**config.mk**
```make
export PLATFORM = sky130hd
export DESIGN_NAME = astro_game_ctrl_flat
export DESIGN_NICKNAME = d
export VERILOG_FILES = /design/src/rtl/astro_game_ctrl_if.sv /design/src/rtl/astro_game_ctrl.sv /design/src/flat_wrapper.sv
export SDC_FILE = /design/constraint.sdc
export NUM_CORES = 1
export LEC_CHECK = 0
export BUFFER_PORTS_ARGS = -buffer_cell sky130_fd_sc_hd__buf_4
export CORE_UTILIZATION = 30
export CTS_CLUSTER_DIAMETER = 200
export DETAILED_ROUTE_END_ITERATION = 12
export GPL_ROUTABILITY_DRIVEN = 0
export PLACE_DENSITY = 0.54
export SYNTH_ARGS = -nofsm -noshare
export SYNTH_HDL_FRONTEND = slang
export SYNTH_SLANG_ARGS = --single-unit
```
**constraint.sdc**
```tcl
create_clock -name board_clk -period 4.15 [get_ports board_clk]
set_input_delay 0.415 -clock board_clk [delete_from_list [all_inputs] [get_ports board_clk]]
set_output_delay 0.415 -clock board_clk [all_outputs]
set_load 0.01 [all_outputs]
```
**src/rtl/astro_game_ctrl_if.sv**
```systemverilog
// Event and status bundle between the sprite/VGA datapath and the game-flow sequencer.
// The datapath side (master) raises the tick/shot/hit events; the sequencer (slave) returns game status.
interface astro_game_ctrl_if;
    logic       tick_en;
    logic       shot_fired;
    logic       shot_done;
    logic       hit;
    logic [1:0] state;
    logic       active_player;
    logic [3:0] p1_score;
    logic [3:0] p2_score;
    logic [3:0] shots_left;
    logic [3:0] round;
    logic       game_en;
    logic       shot_armed;
    logic       target_reset;
    logic [1:0] winner;

    modport master (
        output tick_en, shot_fired, shot_done, hit,
        input  state, active_player, p1_score, p2_score, shots_left, round,
               game_en, shot_armed, target_reset, winner
    );

    modport slave (
        input  tick_en, shot_fired, shot_done, hit,
        output state, active_player, p1_score, p2_score, shots_left, round,
               game_en, shot_armed, target_reset, winner
    );
endinterface

```
**src/rtl/astro_game_ctrl.sv**
```systemverilog
// Game-flow sequencer for the two-player barrier shooter: turns, shots, scores, rounds and pauses.
//
//  state   | meaning
//  QI      | idle, waiting for a rising edge of the start switch
//  QGAME_1 | player 1 turn (paused while the pause counter is non-zero)
//  QGAME_2 | player 2 turn (paused while the pause counter is non-zero)
//  QDONE   | game over, results held until start is released
module astro_game_ctrl #(
    parameter int WIN_SCORE      = 10,
    parameter int SHOTS_PER_TURN = 5,
    parameter int MAX_ROUNDS     = 3,
    parameter int PAUSE_TICKS    = 32
) (
    input  logic              board_clk,
    input  logic              reset,
    input  logic              start,
    astro_game_ctrl_if.slave  gif
);

    typedef enum logic [1:0] {
        QI      = 2'b00,
        QGAME_1 = 2'b01,
        QGAME_2 = 2'b10,
        QDONE   = 2'b11
    } state_t;

    localparam logic [3:0] WIN_C    = 4'(WIN_SCORE);
    localparam logic [3:0] SHOTS_C  = 4'(SHOTS_PER_TURN);
    localparam logic [3:0] ROUNDS_C = 4'(MAX_ROUNDS);
    localparam logic [7:0] PAUSE_C  = 8'(PAUSE_TICKS);

    logic       start_meta_q, start_sync_q, start_prev_q;
    logic       start_rise;

    state_t     state_q, state_d;
    logic [3:0] p1_score_q, p1_score_d;
    logic [3:0] p2_score_q, p2_score_d;
    logic [3:0] shots_q, shots_d;
    logic [3:0] round_q, round_d;
    logic [1:0] winner_q, winner_d;
    logic       in_flight_q, in_flight_d;
    logic [7:0] pause_q, pause_d;
    logic       target_reset_q, target_reset_d;

    logic       in_game;
    logic       game_en;
    logic       shot_armed;
    logic [3:0] p1_inc, p2_inc;

    // Two-flop synchronizer for the start switch plus a delayed copy for edge detection.
    always_ff @(posedge board_clk or posedge reset) begin
        if (reset) begin
            start_meta_q <= 1'b0;
            start_sync_q <= 1'b0;
            start_prev_q <= 1'b0;
        end else begin
            start_meta_q <= start;
            start_sync_q <= start_meta_q;
            start_prev_q <= start_sync_q;
        end
    end

    assign start_rise = start_sync_q & ~start_prev_q;

    assign in_game    = (state_q == QGAME_1) || (state_q == QGAME_2);
    assign game_en    = in_game && (pause_q == 8'd0);
    assign shot_armed = game_en && !in_flight_q && (shots_q != 4'd0);

    // Scores never pass WIN_SCORE, so a 4-bit score cannot wrap.
    assign p1_inc = (p1_score_q >= WIN_C) ? WIN_C : p1_score_q + 4'd1;
    assign p2_inc = (p2_score_q >= WIN_C) ? WIN_C : p2_score_q + 4'd1;

    // Game state, scores, shot bookkeeping and pause counter registers.
    always_ff @(posedge board_clk or posedge reset) begin
        if (reset) begin
            state_q        <= QI;
            p1_score_q     <= 4'd0;
            p2_score_q     <= 4'd0;
            shots_q        <= 4'd0;
            round_q        <= 4'd0;
            winner_q       <= 2'b00;
            in_flight_q    <= 1'b0;
            pause_q        <= 8'd0;
            target_reset_q <= 1'b0;
        end else begin
            state_q        <= state_d;
            p1_score_q     <= p1_score_d;
            p2_score_q     <= p2_score_d;
            shots_q        <= shots_d;
            round_q        <= round_d;
            winner_q       <= winner_d;
            in_flight_q    <= in_flight_d;
            pause_q        <= pause_d;
            target_reset_q <= target_reset_d;
        end
    end

    // Next-state logic; within a turn a hit outranks shot_done, which outranks a new shot.
    always_comb begin
        state_d        = state_q;
        p1_score_d     = p1_score_q;
        p2_score_d     = p2_score_q;
        shots_d        = shots_q;
        round_d        = round_q;
        winner_d       = winner_q;
        in_flight_d    = in_flight_q;
        pause_d        = pause_q;
        target_reset_d = 1'b0;

        if ((pause_q != 8'd0) && gif.tick_en) begin
            pause_d = pause_q - 8'd1;
        end

        case (state_q)
            QI: begin
                if (start_rise) begin
                    state_d        = QGAME_1;
                    p1_score_d     = 4'd0;
                    p2_score_d     = 4'd0;
                    round_d        = 4'd1;
                    shots_d        = SHOTS_C;
                    winner_d       = 2'b00;
                    in_flight_d    = 1'b0;
                    pause_d        = 8'd0;
                    target_reset_d = 1'b1;
                end
            end
            QGAME_1, QGAME_2: begin
                if (game_en) begin
                    if (gif.hit && in_flight_q) begin
                        in_flight_d    = 1'b0;
                        target_reset_d = 1'b1;
                        if (state_q == QGAME_1) begin
                            p1_score_d = p1_inc;
                            if (p1_inc == WIN_C) begin
                                state_d  = QDONE;
                                winner_d = 2'b01;
                            end
                        end else begin
                            p2_score_d = p2_inc;
                            if (p2_inc == WIN_C) begin
                                state_d  = QDONE;
                                winner_d = 2'b10;
                            end
                        end
                    end else if (gif.shot_done && in_flight_q) begin
                        in_flight_d = 1'b0;
                    end else if (gif.shot_fired && shot_armed) begin
                        in_flight_d = 1'b1;
                        shots_d     = shots_q - 4'd1;
                    end else if ((shots_q == 4'd0) && !in_flight_q) begin
                        if ((state_q == QGAME_2) && (round_q == ROUNDS_C)) begin
                            state_d = QDONE;
                            if (p1_score_q > p2_score_q) begin
                                winner_d = 2'b01;
                            end else if (p2_score_q > p1_score_q) begin
                                winner_d = 2'b10;
                            end else begin
                                winner_d = 2'b11;
                            end
                        end else begin
                            if (state_q == QGAME_1) begin
                                state_d = QGAME_2;
                            end else begin
                                state_d = QGAME_1;
                                round_d = round_q + 4'd1;
                            end
                            shots_d        = SHOTS_C;
                            target_reset_d = 1'b1;
                            pause_d        = PAUSE_C;
                        end
                    end
                end
            end
            QDONE: begin
                if (!start_sync_q) begin
                    state_d = QI;
                end
            end
            default: state_d = QI;
        endcase
    end

    assign gif.state         = state_q;
    assign gif.active_player = (state_q == QGAME_2);
    assign gif.p1_score      = p1_score_q;
    assign gif.p2_score      = p2_score_q;
    assign gif.shots_left    = shots_q;
    assign gif.round         = round_q;
    assign gif.game_en       = game_en;
    assign gif.shot_armed    = shot_armed;
    assign gif.target_reset  = target_reset_q;
    assign gif.winner        = winner_q;

endmodule
```
**src/flat_wrapper.sv**
```systemverilog
// flat-port wrapper written by rule: the top's interface ports become plain ports
module astro_game_ctrl_flat 
#(
    parameter int WIN_SCORE      = 10,
    parameter int SHOTS_PER_TURN = 5,
    parameter int MAX_ROUNDS     = 3,
    parameter int PAUSE_TICKS    = 32
)
  (board_clk, reset, start, gif_tick_en, gif_shot_fired, gif_shot_done, gif_hit, gif_state, gif_active_player, gif_p1_score, gif_p2_score, gif_shots_left, gif_round, gif_game_en, gif_shot_armed, gif_target_reset, gif_winner);
  astro_game_ctrl_if gif_i ();
  input  logic board_clk;
  input  logic reset;
  input  logic start;
  input wire logic [$bits(gif_i.tick_en)-1:0] gif_tick_en;
  input wire logic [$bits(gif_i.shot_fired)-1:0] gif_shot_fired;
  input wire logic [$bits(gif_i.shot_done)-1:0] gif_shot_done;
  input wire logic [$bits(gif_i.hit)-1:0] gif_hit;
  output wire logic [$bits(gif_i.state)-1:0] gif_state;
  output wire logic [$bits(gif_i.active_player)-1:0] gif_active_player;
  output wire logic [$bits(gif_i.p1_score)-1:0] gif_p1_score;
  output wire logic [$bits(gif_i.p2_score)-1:0] gif_p2_score;
  output wire logic [$bits(gif_i.shots_left)-1:0] gif_shots_left;
  output wire logic [$bits(gif_i.round)-1:0] gif_round;
  output wire logic [$bits(gif_i.game_en)-1:0] gif_game_en;
  output wire logic [$bits(gif_i.shot_armed)-1:0] gif_shot_armed;
  output wire logic [$bits(gif_i.target_reset)-1:0] gif_target_reset;
  output wire logic [$bits(gif_i.winner)-1:0] gif_winner;
  assign gif_i.tick_en = gif_tick_en;
  assign gif_i.shot_fired = gif_shot_fired;
  assign gif_i.shot_done = gif_shot_done;
  assign gif_i.hit = gif_hit;
  assign gif_state = gif_i.state;
  assign gif_active_player = gif_i.active_player;
  assign gif_p1_score = gif_i.p1_score;
  assign gif_p2_score = gif_i.p2_score;
  assign gif_shots_left = gif_i.shots_left;
  assign gif_round = gif_i.round;
  assign gif_game_en = gif_i.game_en;
  assign gif_shot_armed = gif_i.shot_armed;
  assign gif_target_reset = gif_i.target_reset;
  assign gif_winner = gif_i.winner;
  astro_game_ctrl #(.WIN_SCORE(WIN_SCORE), .SHOTS_PER_TURN(SHOTS_PER_TURN), .MAX_ROUNDS(MAX_ROUNDS), .PAUSE_TICKS(PAUSE_TICKS)) u_core (.board_clk(board_clk), .reset(reset), .start(start), .gif(gif_i));
endmodule
```
==> results.py <==
metrics = {
    "synth": {
        "postSynth.topFlopCell": "dfrtp_1",
        "syn-instance-count": 233,
        "netlist-cell-type-count": 53,
        "syn-num-nets": 258,
        "synth_top_cell_area_share": 0.3828,
        "yosys_register_bits": 33,
        "yosys.area.top_type": "dfrtp_1",
        "cell_area_after_technology_mapping_um2": 2157,
        "ys_top_cells_by_area": "dfrtp_1 38%, ha_1 10%, inv_1 3.5%",
        "ys_seq_area_frac": 0.3828,
        "yosys_warns": 0,
        "syn-mean-instance-area_um2": 9.258,
        "edff_count_synth": 0,
        "asyncSetResetFlopFracSynth": 1.000,
    },
    "global_routing": {
        "grt_max_degree": 34,
        "grt.overflow.total": 0,
        "first_pass_grt_wire_length_mm": 8.514,
        "grt_antenna_before_repair": 0,
        "grt_util_all_layers": 0.1441,
        "first_global_vias": 1774,
    },
    "die": {
        "placeableCoreArea_um2": 6869,
        "initial_core_util": 0.3140,
        "die_width_um": 86.80,
        "die-area_um2": 7533,
        "dieHeight_um": 86.80,
        "num_rows": 30,
        "io-pin-count": 31,
    },
    "status": {
        "run_status": "completed",
    },
    "place": {
        "post_dp_cell_area_um2": 2481,
        "final_hpwl_from_detailed_placement_mm": 3.725,
        "placed_cells": 353,
        "number_of_buffers_inserted_by_port_buffering": 30,
    },
    "cts": {
        "cts.repair.resized": 0,
        "h_tree_depth_reported_by_cts": 2,
        "tritoncts.num_buffers": 5,
        "cts_tree": "yes",
        "postCtsSetupRepairBufs": 0,
        "clk_pin_slew_ns": 0.08,
        "clockBufferDepth": 2,
        "clock_latency_ns": 0.29,
        "number_of_sinks_handled_by_clock_tree_synthesis": 33,
        "holdBufCountCts": 0,
        "root_buffer": "clkbuf_8",
    },
    "routing": {
        "ratio_of_routed_vias_to_standard_cells": 5.119,
        "route.final.wire_length_mm": 5.112,
        "route.vias.total": 1848,
        "wl_per_cell_um": 14.16,
        "drt_first_pass_iters": 4,
        "route.antenna.remaining_nets": 0,
        "post-route-drc-count": 0,
        "drtIter0Drc": 102,
    },
    "power_and_ir_drop": {
        "power.sequential.fraction": 0.284,
        "pwr-share-clk": 0.121,
        "power.static_leakage_nw": 1.178,
        "switching_power_w": 0.0009695,
        "power.internal_w": 0.001051,
        "worst_ir_drop_on_vdd_mv": 0.2406,
        "power-per-cell-area_nw_per_um2": 786.8,
        "pnr_total_power_w": 0.002020,
        "sw_frac_of_total": 0.4799,
        "comb_power_share": 0.595,
    },
    "run": {
        "maxCapViolCount": 0,
    },
    "sta": {
        "relSlewSlack": 0.5222,
        "maxSlewViolCount": 0,
        "setup_viol": 0,
        "maxClockFrequency_ghz": 0.3372,
        "fin_skew_ns": 0.007186,
        "tightestPinTransition_ns": 0.7168,
        "rsz_0062_raised_after_global_routing": "no",
        "hold-worst-slack_ns": 0.2206,
        "timing.final.crit_share": 0.7145,
        "tns_ns": 0,
        "hold_violations": 0,
        "minimum_period_implied_by_the_final_worst_setup_slack_ns": 2.965,
    },
    "finish": {
        "fin_nets": 289,
        "post_layout_nonfiller_instances": 361,
        "final.fill_count": 707,
        "drive_gt1_frac": 0.1774,
        "antenna_cells": 0,
        "area_growth_syn_to_layout_pct": 19.03,
        "finish.instance_area_um2": 2567,
    },
    "setup_path": {
        "critical_path.startpoint_type": "register",
        "critPathKind": "reg -> out",
        "r2r_start": "u_core.gif.state[0]",
        "timing.critical_path.to_type": "output pin",
        "reg2reg_setup_slack_ns": 1.27,
        "crit_arrival_ns": 2.55,
        "path_max_fanout": 23,
        "timing.rr.end": "u_core.gif.state[0]",
        "timing.critical_path.required_ns": 3.73,
        "reg2reg_depth": 7,
    },
    "min_path": {
        "type_of_the_worst_min_delay_path": "in -> async",
    },
}
cell usage after synthesis (all sizes together), types with 4 or more instances:
cell    instances
and2            4
nor2           10
o22ai           5
a21oi          14
nor3            6
nand3          13
inv            21
dfrtp          33
and3            5
clkbuf          5
nand2          15
o21ai          15
nand2b          4
mux2i           5
a31oi           5
a21o            4
ha             18
per-stage QoR:
stage,util,setup slack [ns]
after CTS,0.3738,1.165
after global routing,0.3738,0.9547
after detailed placement,0.3612,1.274
final,0.3738,1.185
after floorplan,-,2.086
after global placement,0.3612,1.411
critical path, stage by stage, from the launching register on:
cell,delay (ns)
dfrtp_1,0.44
inv_1,0.10
ha_1,0.76
inv_1,0.41
nor4_1,0.38
buf_4,0.18
placed cells by master, fill, tap and decap left out, types with 3 or more instances in the layout:
cell       instances
o211ai_1           3
nand4_1            3
dfrtp_1           33
nand3_1           13
a21oi_1           14
nor3_1             5
a41oi_1            3
and2_1             4
a31oi_1            5
xor2_1             3
and3_1             5
nand2_1           15
o22ai_1            5
a21o_1             4
o21ai_1            5
o21ai_0           10
buf_4             31
mux2i_1            5
o2bb2ai_1          3
ha_1              18
clkbuf_8           5
or3_1              3
nor2_1            10
inv_1             20
nand2b_1           4
layer usage:
metal,vias to the layer above,track usage,share of wire
met3,4,0.03143,0.040
met2,31,0.2291,0.46
li1,924,-,-
met1,889,0.1956,0.49
met5,-,0,0
met4,0,0.04242,0.010
power by group through the flow:
stage	Combinational [W]	Clock (W)	Sequential, W
floorplan	0.000845	0	0.000581
global placement	0.00120	0	0.000582
detailed placement	0.00121	0	0.000583
CTS	0.00121	0.000253	0.000577
global route	0.00135	0.000266	0.000597
finish	0.00120	0.000244	0.000575
sequential cells by signal, summed over array words and instances, names as in the netlist:
name and cells:
u_core.gif.p2_score 4, u_core.start_prev_q 1, u_core.pause_q 8, u_core.gif.p1_score 4
u_core.start_sync_q 1, u_core.gif.target_reset 1, u_core.gif.shots_left 4, u_core.in_flight_q 1
u_core.start_meta_q 1, u_core.gif.state 2, u_core.gif.winner 2, u_core.gif.round 4
cells by family after synthesis:
kind of cell / count (synthesis) / share of synthesized area
simple gates: 76 / 0.2048
flops: 33 / 0.3828
fa+ha+maj: 18 / 0.1044
buf+inv: 28 / 0.04988
mux: 7 / 0.03364
xor+xnor: 4 / 0.01624
compound gates: 67 / 0.2082
cell type report:
cell class,instances,area [um^2],area share
multi-input combinational,172,1224,0.4766
sequential,33,825.8,0.3216
timing repair buffer,31,232.7,0.09064
tap,96,120.1,0.04678
inverter,21,78.83,0.03070
clock buffer,5,68.82,0.02680
clock inverter,3,17.52,0.006823
worst max path at each step:
stage,endpoint,from
2_1_floorplan,u_core.gif.state[0],u_core.gif.state[1]
3_3_place_gp,u_core.gif.state[0],u_core.gif.state[0]
3_5_place_dp,u_core.gif.state[0],u_core.gif.state[0]
4_1_cts,gif_shot_armed,u_core.gif.state[0]
5_1_grt,gif_shot_armed,u_core.gif.state[0]
6_report,gif_shot_armed,u_core.gif.state[0]
Note: power is estimated with default switching activity, not from simulation.
